--- src/rtl/ep0_in_sender.sv ---
// EP0 IN data-stage transmitter: streams a ROM region as max-packet DATA packets with toggle, retry and ZLP.
// Optional feature: define EP0_IN_ZLP_EN to terminate exact-multiple short transfers with a zero-length packet.
module ep0_in_sender #(
   parameter int MAX_PKT = 8,
   parameter int ADDR_W  = 8
) (
   input  logic              clk48,
   input  logic              reset_n,
   input  logic              start,
   input  logic [ADDR_W-1:0] src_addr,
   input  logic [15:0]       src_len,
   input  logic [15:0]       req_len,
   input  logic              abort,
   input  logic              in_token,
   input  logic              ack_in,
   input  logic              txn_timeout,
   output logic [ADDR_W-1:0] rom_addr,
   input  logic [7:0]        rom_data,
   output logic [7:0]        tx_data,
   output logic              tx_valid,
   input  logic              tx_ready,
   output logic              tx_last,
   output logic              tx_zlp,
   output logic              tx_pid,
   output logic              busy,
   output logic              done
);

   localparam logic [15:0] PKT_MAX = 16'(MAX_PKT);

   typedef enum logic [2:0] {
      S_IDLE, S_WAIT_TOKEN, S_FETCH, S_SEND, S_WAIT_ACK, S_DONE
   } state_t;

   state_t            state_q, state_d;
   logic [ADDR_W-1:0] rom_addr_q, rom_addr_d;
   logic [ADDR_W-1:0] pkt_base_q, pkt_base_d;
   logic [7:0]        tx_data_q, tx_data_d;
   logic              tx_valid_q, tx_valid_d;
   logic              tx_last_q, tx_last_d;
   logic              tx_zlp_q, tx_zlp_d;
   logic              tx_pid_q, tx_pid_d;
   logic              busy_q, busy_d;
   logic              done_q, done_d;
   logic              zlp_owed_q, zlp_owed_d;
   logic [15:0]       remaining_q, remaining_d;
   logic [15:0]       byte_cnt_q, byte_cnt_d;

   logic [15:0]       xfer_len_c, pkt_len_c, rem_after_c;
   logic [ADDR_W-1:0] base_after_c;
   logic              zlp_need_c, zlp_left_c;

   // Transfer sizing and per-packet bookkeeping
   always_comb begin
      xfer_len_c = (src_len < req_len) ? src_len : req_len;
`ifdef EP0_IN_ZLP_EN
      zlp_need_c = (xfer_len_c < req_len) && ((xfer_len_c & (PKT_MAX - 16'd1)) == 16'd0);
`else
      zlp_need_c = 1'b0;
`endif
      pkt_len_c    = (remaining_q < PKT_MAX) ? remaining_q : PKT_MAX;
      rem_after_c  = remaining_q - pkt_len_c;
      base_after_c = pkt_base_q + ADDR_W'(pkt_len_c);
      // an ACKed zero-length packet settles the owed ZLP
      zlp_left_c   = (pkt_len_c == 16'd0) ? 1'b0 : zlp_owed_q;
   end

   always_comb begin
      state_d     = state_q;
      rom_addr_d  = rom_addr_q;
      pkt_base_d  = pkt_base_q;
      tx_data_d   = tx_data_q;
      tx_valid_d  = tx_valid_q;
      tx_last_d   = tx_last_q;
      tx_zlp_d    = 1'b0;
      tx_pid_d    = tx_pid_q;
      done_d      = 1'b0;
      zlp_owed_d  = zlp_owed_q;
      remaining_d = remaining_q;
      byte_cnt_d  = byte_cnt_q;

      if (abort) begin
         state_d    = S_IDLE;
         tx_valid_d = 1'b0;
         tx_last_d  = 1'b0;
      end else begin
         case (state_q)
            S_IDLE: begin
               if (start) begin
                  state_d     = S_WAIT_TOKEN;
                  remaining_d = xfer_len_c;
                  pkt_base_d  = src_addr;
                  rom_addr_d  = src_addr;
                  tx_pid_d    = 1'b1;
                  zlp_owed_d  = zlp_need_c;
               end
            end
            S_WAIT_TOKEN: begin
               if (in_token) begin
                  if (pkt_len_c != 16'd0) begin
                     state_d    = S_FETCH;
                     byte_cnt_d = 16'd0;
                     rom_addr_d = pkt_base_q;
                  end else begin
                     state_d  = S_WAIT_ACK;
                     tx_zlp_d = 1'b1;
                  end
               end
            end
            S_FETCH: state_d = S_SEND;
            S_SEND: begin
               // first SEND cycle captures ROM output, then hold until accepted
               if (!tx_valid_q) begin
                  tx_data_d  = rom_data;
                  tx_valid_d = 1'b1;
                  tx_last_d  = ((byte_cnt_q + 16'd1) == pkt_len_c);
               end else if (tx_ready) begin
                  tx_valid_d = 1'b0;
                  tx_last_d  = 1'b0;
                  rom_addr_d = rom_addr_q + ADDR_W'(1);
                  byte_cnt_d = byte_cnt_q + 16'd1;
                  state_d    = tx_last_q ? S_WAIT_ACK : S_FETCH;
               end
            end
            S_WAIT_ACK: begin
               if (ack_in) begin
                  tx_pid_d    = ~tx_pid_q;
                  pkt_base_d  = base_after_c;
                  rom_addr_d  = base_after_c;
                  remaining_d = rem_after_c;
                  zlp_owed_d  = zlp_left_c;
                  if ((rem_after_c == 16'd0) && !zlp_left_c) begin
                     state_d = S_DONE;
                     done_d  = 1'b1;
                  end else begin
                     state_d = S_WAIT_TOKEN;
                  end
               end else if (txn_timeout) begin
                  rom_addr_d = pkt_base_q;
                  state_d    = S_WAIT_TOKEN;
               end
            end
            S_DONE:  state_d = S_IDLE;
            default: state_d = S_IDLE;
         endcase
      end

      busy_d = (state_d != S_IDLE);
   end

   always_ff @(posedge clk48 or negedge reset_n) begin
      if (!reset_n) begin
         state_q     <= S_IDLE;
         rom_addr_q  <= '0;
         pkt_base_q  <= '0;
         tx_data_q   <= 8'd0;
         tx_valid_q  <= 1'b0;
         tx_last_q   <= 1'b0;
         tx_zlp_q    <= 1'b0;
         tx_pid_q    <= 1'b0;
         busy_q      <= 1'b0;
         done_q      <= 1'b0;
         zlp_owed_q  <= 1'b0;
         remaining_q <= 16'd0;
         byte_cnt_q  <= 16'd0;
      end else begin
         state_q     <= state_d;
         rom_addr_q  <= rom_addr_d;
         pkt_base_q  <= pkt_base_d;
         tx_data_q   <= tx_data_d;
         tx_valid_q  <= tx_valid_d;
         tx_last_q   <= tx_last_d;
         tx_zlp_q    <= tx_zlp_d;
         tx_pid_q    <= tx_pid_d;
         busy_q      <= busy_d;
         done_q      <= done_d;
         zlp_owed_q  <= zlp_owed_d;
         remaining_q <= remaining_d;
         byte_cnt_q  <= byte_cnt_d;
      end
   end

   assign rom_addr = rom_addr_q;
   assign tx_data  = tx_data_q;
   assign tx_valid = tx_valid_q;
   assign tx_last  = tx_last_q;
   assign tx_zlp   = tx_zlp_q;
   assign tx_pid   = tx_pid_q;
   assign busy     = busy_q;
   assign done     = done_q;

endmodule

--- config.mk ---
export PLATFORM = sky130hd
export DESIGN_NAME = ep0_in_sender
export DESIGN_NICKNAME = d
export VERILOG_FILES = /design/src/rtl/ep0_in_sender.sv
export SDC_FILE = /design/constraint.sdc
export NUM_CORES = 1
export LEC_CHECK = 0
export CORE_ASPECT_RATIO = 0.8
export CORE_MARGIN = 8
export CORE_UTILIZATION = 40
export CTS_CLUSTER_SIZE = 30
export DETAILED_ROUTE_END_ITERATION = 12
export PLACE_DENSITY_LB_ADDON = 0.15
export SYNTH_ARGS = -nofsm -noshare
export SYNTH_HDL_FRONTEND = slang
export SYNTH_SLANG_ARGS = --single-unit
--- constraint.sdc ---
create_clock -name clk48 -period 8.3 [get_ports clk48]
set_input_delay 1.66 -clock clk48 [delete_from_list [all_inputs] [get_ports clk48]]
set_output_delay 1.66 -clock clk48 [all_outputs]
set_load 0.02 [all_outputs]
After elaboration in Yosys (flattened, before gate mapping) --
Index checks and enable logic that the tools add are counted.
Word-level totals: bits in registers 66, output and inout port bits 22, logic and storage cells 105
Operators by class: add/sub/neg operators 4, mux-type cells 54, equal/unequal tests 13, bitwise gates (word level) 3, $lt $le $gt $ge 2, reductions and logical operators 16
Operator list (count):
- $mux W16 | 8
- $mux W8 | 8
- $pmux W16 S2 | 2
- $logic_not A16 Y1 | 2
- $pmux W8 S4 | 1
- $mux W3 | 10
- $mux W1 | 21
- $add A16 B1 Y16 const B | 1
- $eq A16 B16 Y1 | 1
- $lt A16 B16 Y1 | 1
- $lt A16 B4 Y1 const B | 1
- $pmux W8 S2 | 1
- $reduce_bool A16 Y1 | 1
- $sub A16 B16 Y16 | 1
- $pmux W3 S5 | 1
- $ne A2 B2 Y1 const B | 6
- $add A8 B1 Y8 const B | 1
- $add A8 B8 Y8 | 1
- $reduce_and A8 Y1 | 1
- $eq A3 B2 Y1 const B | 2
- $ne A3 B3 Y1 const B | 2
- $reduce_and A6 Y1 | 1
- $reduce_bool A2 Y1 | 3
- $pmux W1 S2 | 2
- 11 further kinds | 13

Depth between registers and ports, before layout --
depth after elaboration 11, depth in mapped cells 14

Least setup slack after synthesis --
OpenSTA, ideal clock, no wires.
kind in2reg, from in req_len[9], to reg remaining_q[1], data required time 8.168 ns, buffers on the path 1, cell stages on the path 9, slack 4.782 ns, arrival time 3.386 ns, cells stage by stage inv_1 -> ha_1 -> a21oi_1 -> o21ai_0 -> a211oi_1 -> o31ai_2 -> buf_2 -> mux2i_1 -> o22ai_1
Between the ends: word-level cells in the longest chain between the ends 4
Ends and longest elaborated chain:
- start, declared | RTL line 12 | input logic [15:0] req_len,
- $lt A16 B16 Y1 | RTL line 55 | xfer_len_c = (src_len < req_len) ? src_len : req_len;
- $mux W16 | RTL line 55
- $mux W16 | RTL line 89 | if (start) begin
- $pmux W16 S2 | RTL line 87 | case (state_q)
- end signal, assigned | RTL line 178 | remaining_q <= remaining_d;
- end, declared | RTL line 46 | logic [15:0] remaining_q, remaining_d;
No other way between the ends. The select of a mux whose other input is x is not followed. A chain may end at the register's enable or synchronous reset.

Final worst setup path --
from in abort, to reg remaining_q[7]
Between the ends: word-level cells in the longest chain between the ends 2
Ends and longest elaborated chain:
- start, declared | RTL line 13 | input logic abort,
- $not A1 Y1 (no line)
- $reduce_and A4 Y1 (no line)
No other way between the ends.

==> results_dict.tcl <==
set metrics [dict create \
    fmax_mhz 228.2 \
    pwr-share-clk_pct 30.9 \
    antenna_found_initial 0 \
    gr-total-overflow 0 \
    p_seq_share_pct 36.8 \
    portBuffers 77 \
    h-tree-depth 3 \
    setup_violations 0 \
    synth_top_area_share_pct 33.32 \
    status "finished, final reports clean" \
    synth_compound_area_share_pct 24.48 \
    wl_per_cell_um 16.21 \
    syn_inst 597 \
    intPower_uw 863.6 \
    total_power_uw 1342 \
    synth-xor-area-share_pct 3.180 \
    finalSetupTns_ns 0 \
    clk_pin_slew_ns 0.06 \
    num_antenna_cells 0 \
    final_cell_area_um2 6115 \
    grt_pass1_vias 4393 \
    vias 4663 \
    worstSetupPathType "in -> reg" \
    p_leak_uw 0.002509 \
    route.detailed.drc 0 \
    p_sw_uw 478.0 \
    cts_inserted_buffers 9 \
    drtPass1Iterations 5 \
    finalHoldViolations 0 \
    drt.antenna.violating_nets 0 \
    fin_util_pct 50.46 \
    area_growth_pct 23.35 \
    cts_setup_buffers 0 \
    clockBufferDepth 2 \
    grt.total_usage_pct 16.35 \
    cts_resized 0 \
    drive_gt1_share_pct 8.321 \
    max_slew_margin_pct 35.69 \
    dp_hpwl_um 9825 \
    wl_um 13180 \
    synth_top_flop_cell "dfrtp_1" \
    cts_sinks 66 \
    grt_max_degree 67 \
    crit_arrival_ns 4.59 \
    via_per_inst 5.736 \
    rows 36 \
    crit_fanout 22 \
    max_cap_viol_count 0 \
    synth-seq-cells 66 \
    reg2reg_slack_ns 4.25 \
    rsz0062_at_grt "false" \
    worstPathRequired_ns 8.51 \
    multiInputGateArea_um2 3064 \
    synth_area_um2 4957 \
    ys_types 65 \
    cts_tree "built" \
    synthAdderAreaFrac_pct 6.714 \
    place_area_um2 5788 \
    yosysWarnings 0 \
    n_fill_cell 1108 \
    grt_pass1_wl_um 21890 \
    nets 738 \
    avgSynthCellArea_um2 8.304 \
    post-route-min-period_ns 4.382 \
    ys_seq_area_share_pct 33.32 \
    start_kind "input port" \
    cp-end-kind "register" \
    coreArea_um2 12120 \
    synth_area_leaders "dfrtp_1 (33%), ha_1 (6.3%), o21ai_0 (5.7%), nand2_1 (5.6%), a21oi_1 (3.8%)" \
    synth_edf_count 0 \
    skew_ns 0.006829 \
    initial_core_util_pct 40.91 \
    synth_top_family_by_area "compound AO/OA/AOI/OAI gates" \
    p_comb_share_pct 32.3 \
    synth_simple_gate_area_share_pct 21.68 \
    ctsHoldBuffers 0 \
    die_h_um 115.6 \
    clock_latency_ns 0.32 \
    timing.final.crit_share_pct 52.80 \
    ios 78 \
    ir_drop_v 0.00008297 \
    power_density_nw_per_um2 219.4 \
    async_reset_ff_share_pct 100.0 \
    die_w_um 140.5 \
    finalMaxSlewViolations 0 \
    dp.cells 797 \
    tightest_slew_ns 0.9647 \
    dieArea_um2 16230 \
    drt_iter0_drc 468 \
    cts-root-buf "clkbuf_16" \
    final_cell_count_no_fill 813 \
    synth_mux_area_share_pct 5.351 \
    p_sw_share_pct 35.63 \
    regArea_um2 1652 \
    worstHoldPathType "reg -> reg" \
    yosys.area.top_type "dfrtp_1" \
    place.gp.congestion 0.8481 \
]
## layer usage
metal	global-route usage [%]	routed length (µm)	vias up
met5	0	0	-
met4	4.429	106	0
met3	3.705	1063	12
met2	24.06	5294	208
met1	23.48	6712	2139
li1	-	-	2304
## registers in the layout, indices dropped and copies added, names as in the netlist
register / cells
busy: 1
state_q: 3
rom_addr: 8
byte_cnt_q: 16
tx_pid: 1
tx_valid: 1
tx_last: 1
pkt_base_q: 8
tx_zlp: 1
tx_data: 8
remaining_q: 16
zlp_owed_q: 1
done: 1
## critical path, cell delays in order
cell and delay [ns]:
clkdlybuf4s50_1 0.56, nor3_1 0.48, and2_1 0.74, nand2_1 0.44, or2_2 0.43, o221a_2 0.27
## cell type report
type                    count  share of cell area (%)
clock inverters             7                   1.657
inverters                  25                   1.535
flip-flops and latches     66                   27.01
well taps                 152                   3.110
clock buffers               9                   3.683
repair buffers             80                   12.89
multi-input cells         474                   50.11
## worst paths after layout
| path | from | to | depth (start not counted) |
|---|---|---|---|
| max in group asynchronous | reset_n | rom_addr[1] | 2 |
| hold / removal | tx_data[0] | tx_data[0] | 1 |
| min in group asynchronous | reset_n | byte_cnt_q[6] | 2 |
| hold reg to reg | tx_data[0] | tx_data[0] | 1 |
| setup reg to reg | remaining_q[6] | rom_addr[7] | 10 |
| setup / recovery | abort | remaining_q[7] | 6 |
## cells in the mapped netlist (all sizes together), types with 4 or more instances
cell    number
a22o        13
a31oi        4
xnor2       11
and2         4
mux2i       13
a221oi       4
mux2        12
nand4        8
a21oi       38
buf         12
o31ai       12
inv         25
nand3       19
nor4         7
nor2        42
a22oi        5
a211oi       4
and3         7
a21o         7
dfrtp       66
ha          25
nand2       75
nor3        18
o21ai       56
xor2         7
o22ai        6
nand2b       8
nor3b        4
clkbuf      22
nor2b        4
or3          7
or2          6
## power groups by stage
stage	combinational [µW]	clock, µW	sequential [µW]
after floorplan	270	0	493
after global placement	427	0	492
after detailed placement	433	0	496
after CTS	435	424	490
after global routing	481	442	507
final	434	414	493
## stage by stage
| step | worst slack [ns] | hold WS [ns] |
|---|---|---|
| 2_1_floorplan | 4.782 | 0.4643 |
| 3_3_place_gp | 3.731 | 0.4847 |
| 3_5_place_dp | 3.616 | 0.4915 |
| 4_1_cts | 3.959 | 0.5063 |
| 5_1_grt | 3.688 | 0.5325 |
| 6_report | 3.918 | 0.5022 |
## placed cells by master, fill, tap and decap left out, types with 5 or more instances in the layout
master and instances:
a21oi_1 38, inv_1 24, mux2_2 12, nand4_1 8
dfrtp_1 66, o21ai_0 56, clkdlybuf4s50_1 76, nand2_1 74
xnor2_1 11, clkbuf_16 9, o31ai_1 9, nand2b_1 8
nor2_1 42, and3_1 7, nand3_1 19, ha_1 25
xor2_1 7, nor3_1 18, or3_1 7, nor4_1 5
a21o_1 7, or2_2 6, a22o_1 13, o22ai_1 6
a22oi_1 5, mux2i_1 13
## cell families (layout without fill, tap and decap cells)
group           count (synthesis)  after routing
xor+xnor                       18             18
mux                            25             25
other cells                     2              4
compound gates                184            184
buf+inv                        59            121
simple gates                  217            217
flops                          66             66
fa+ha+maj                      26             26
Note: power is estimated with default switching activity, not from simulation.
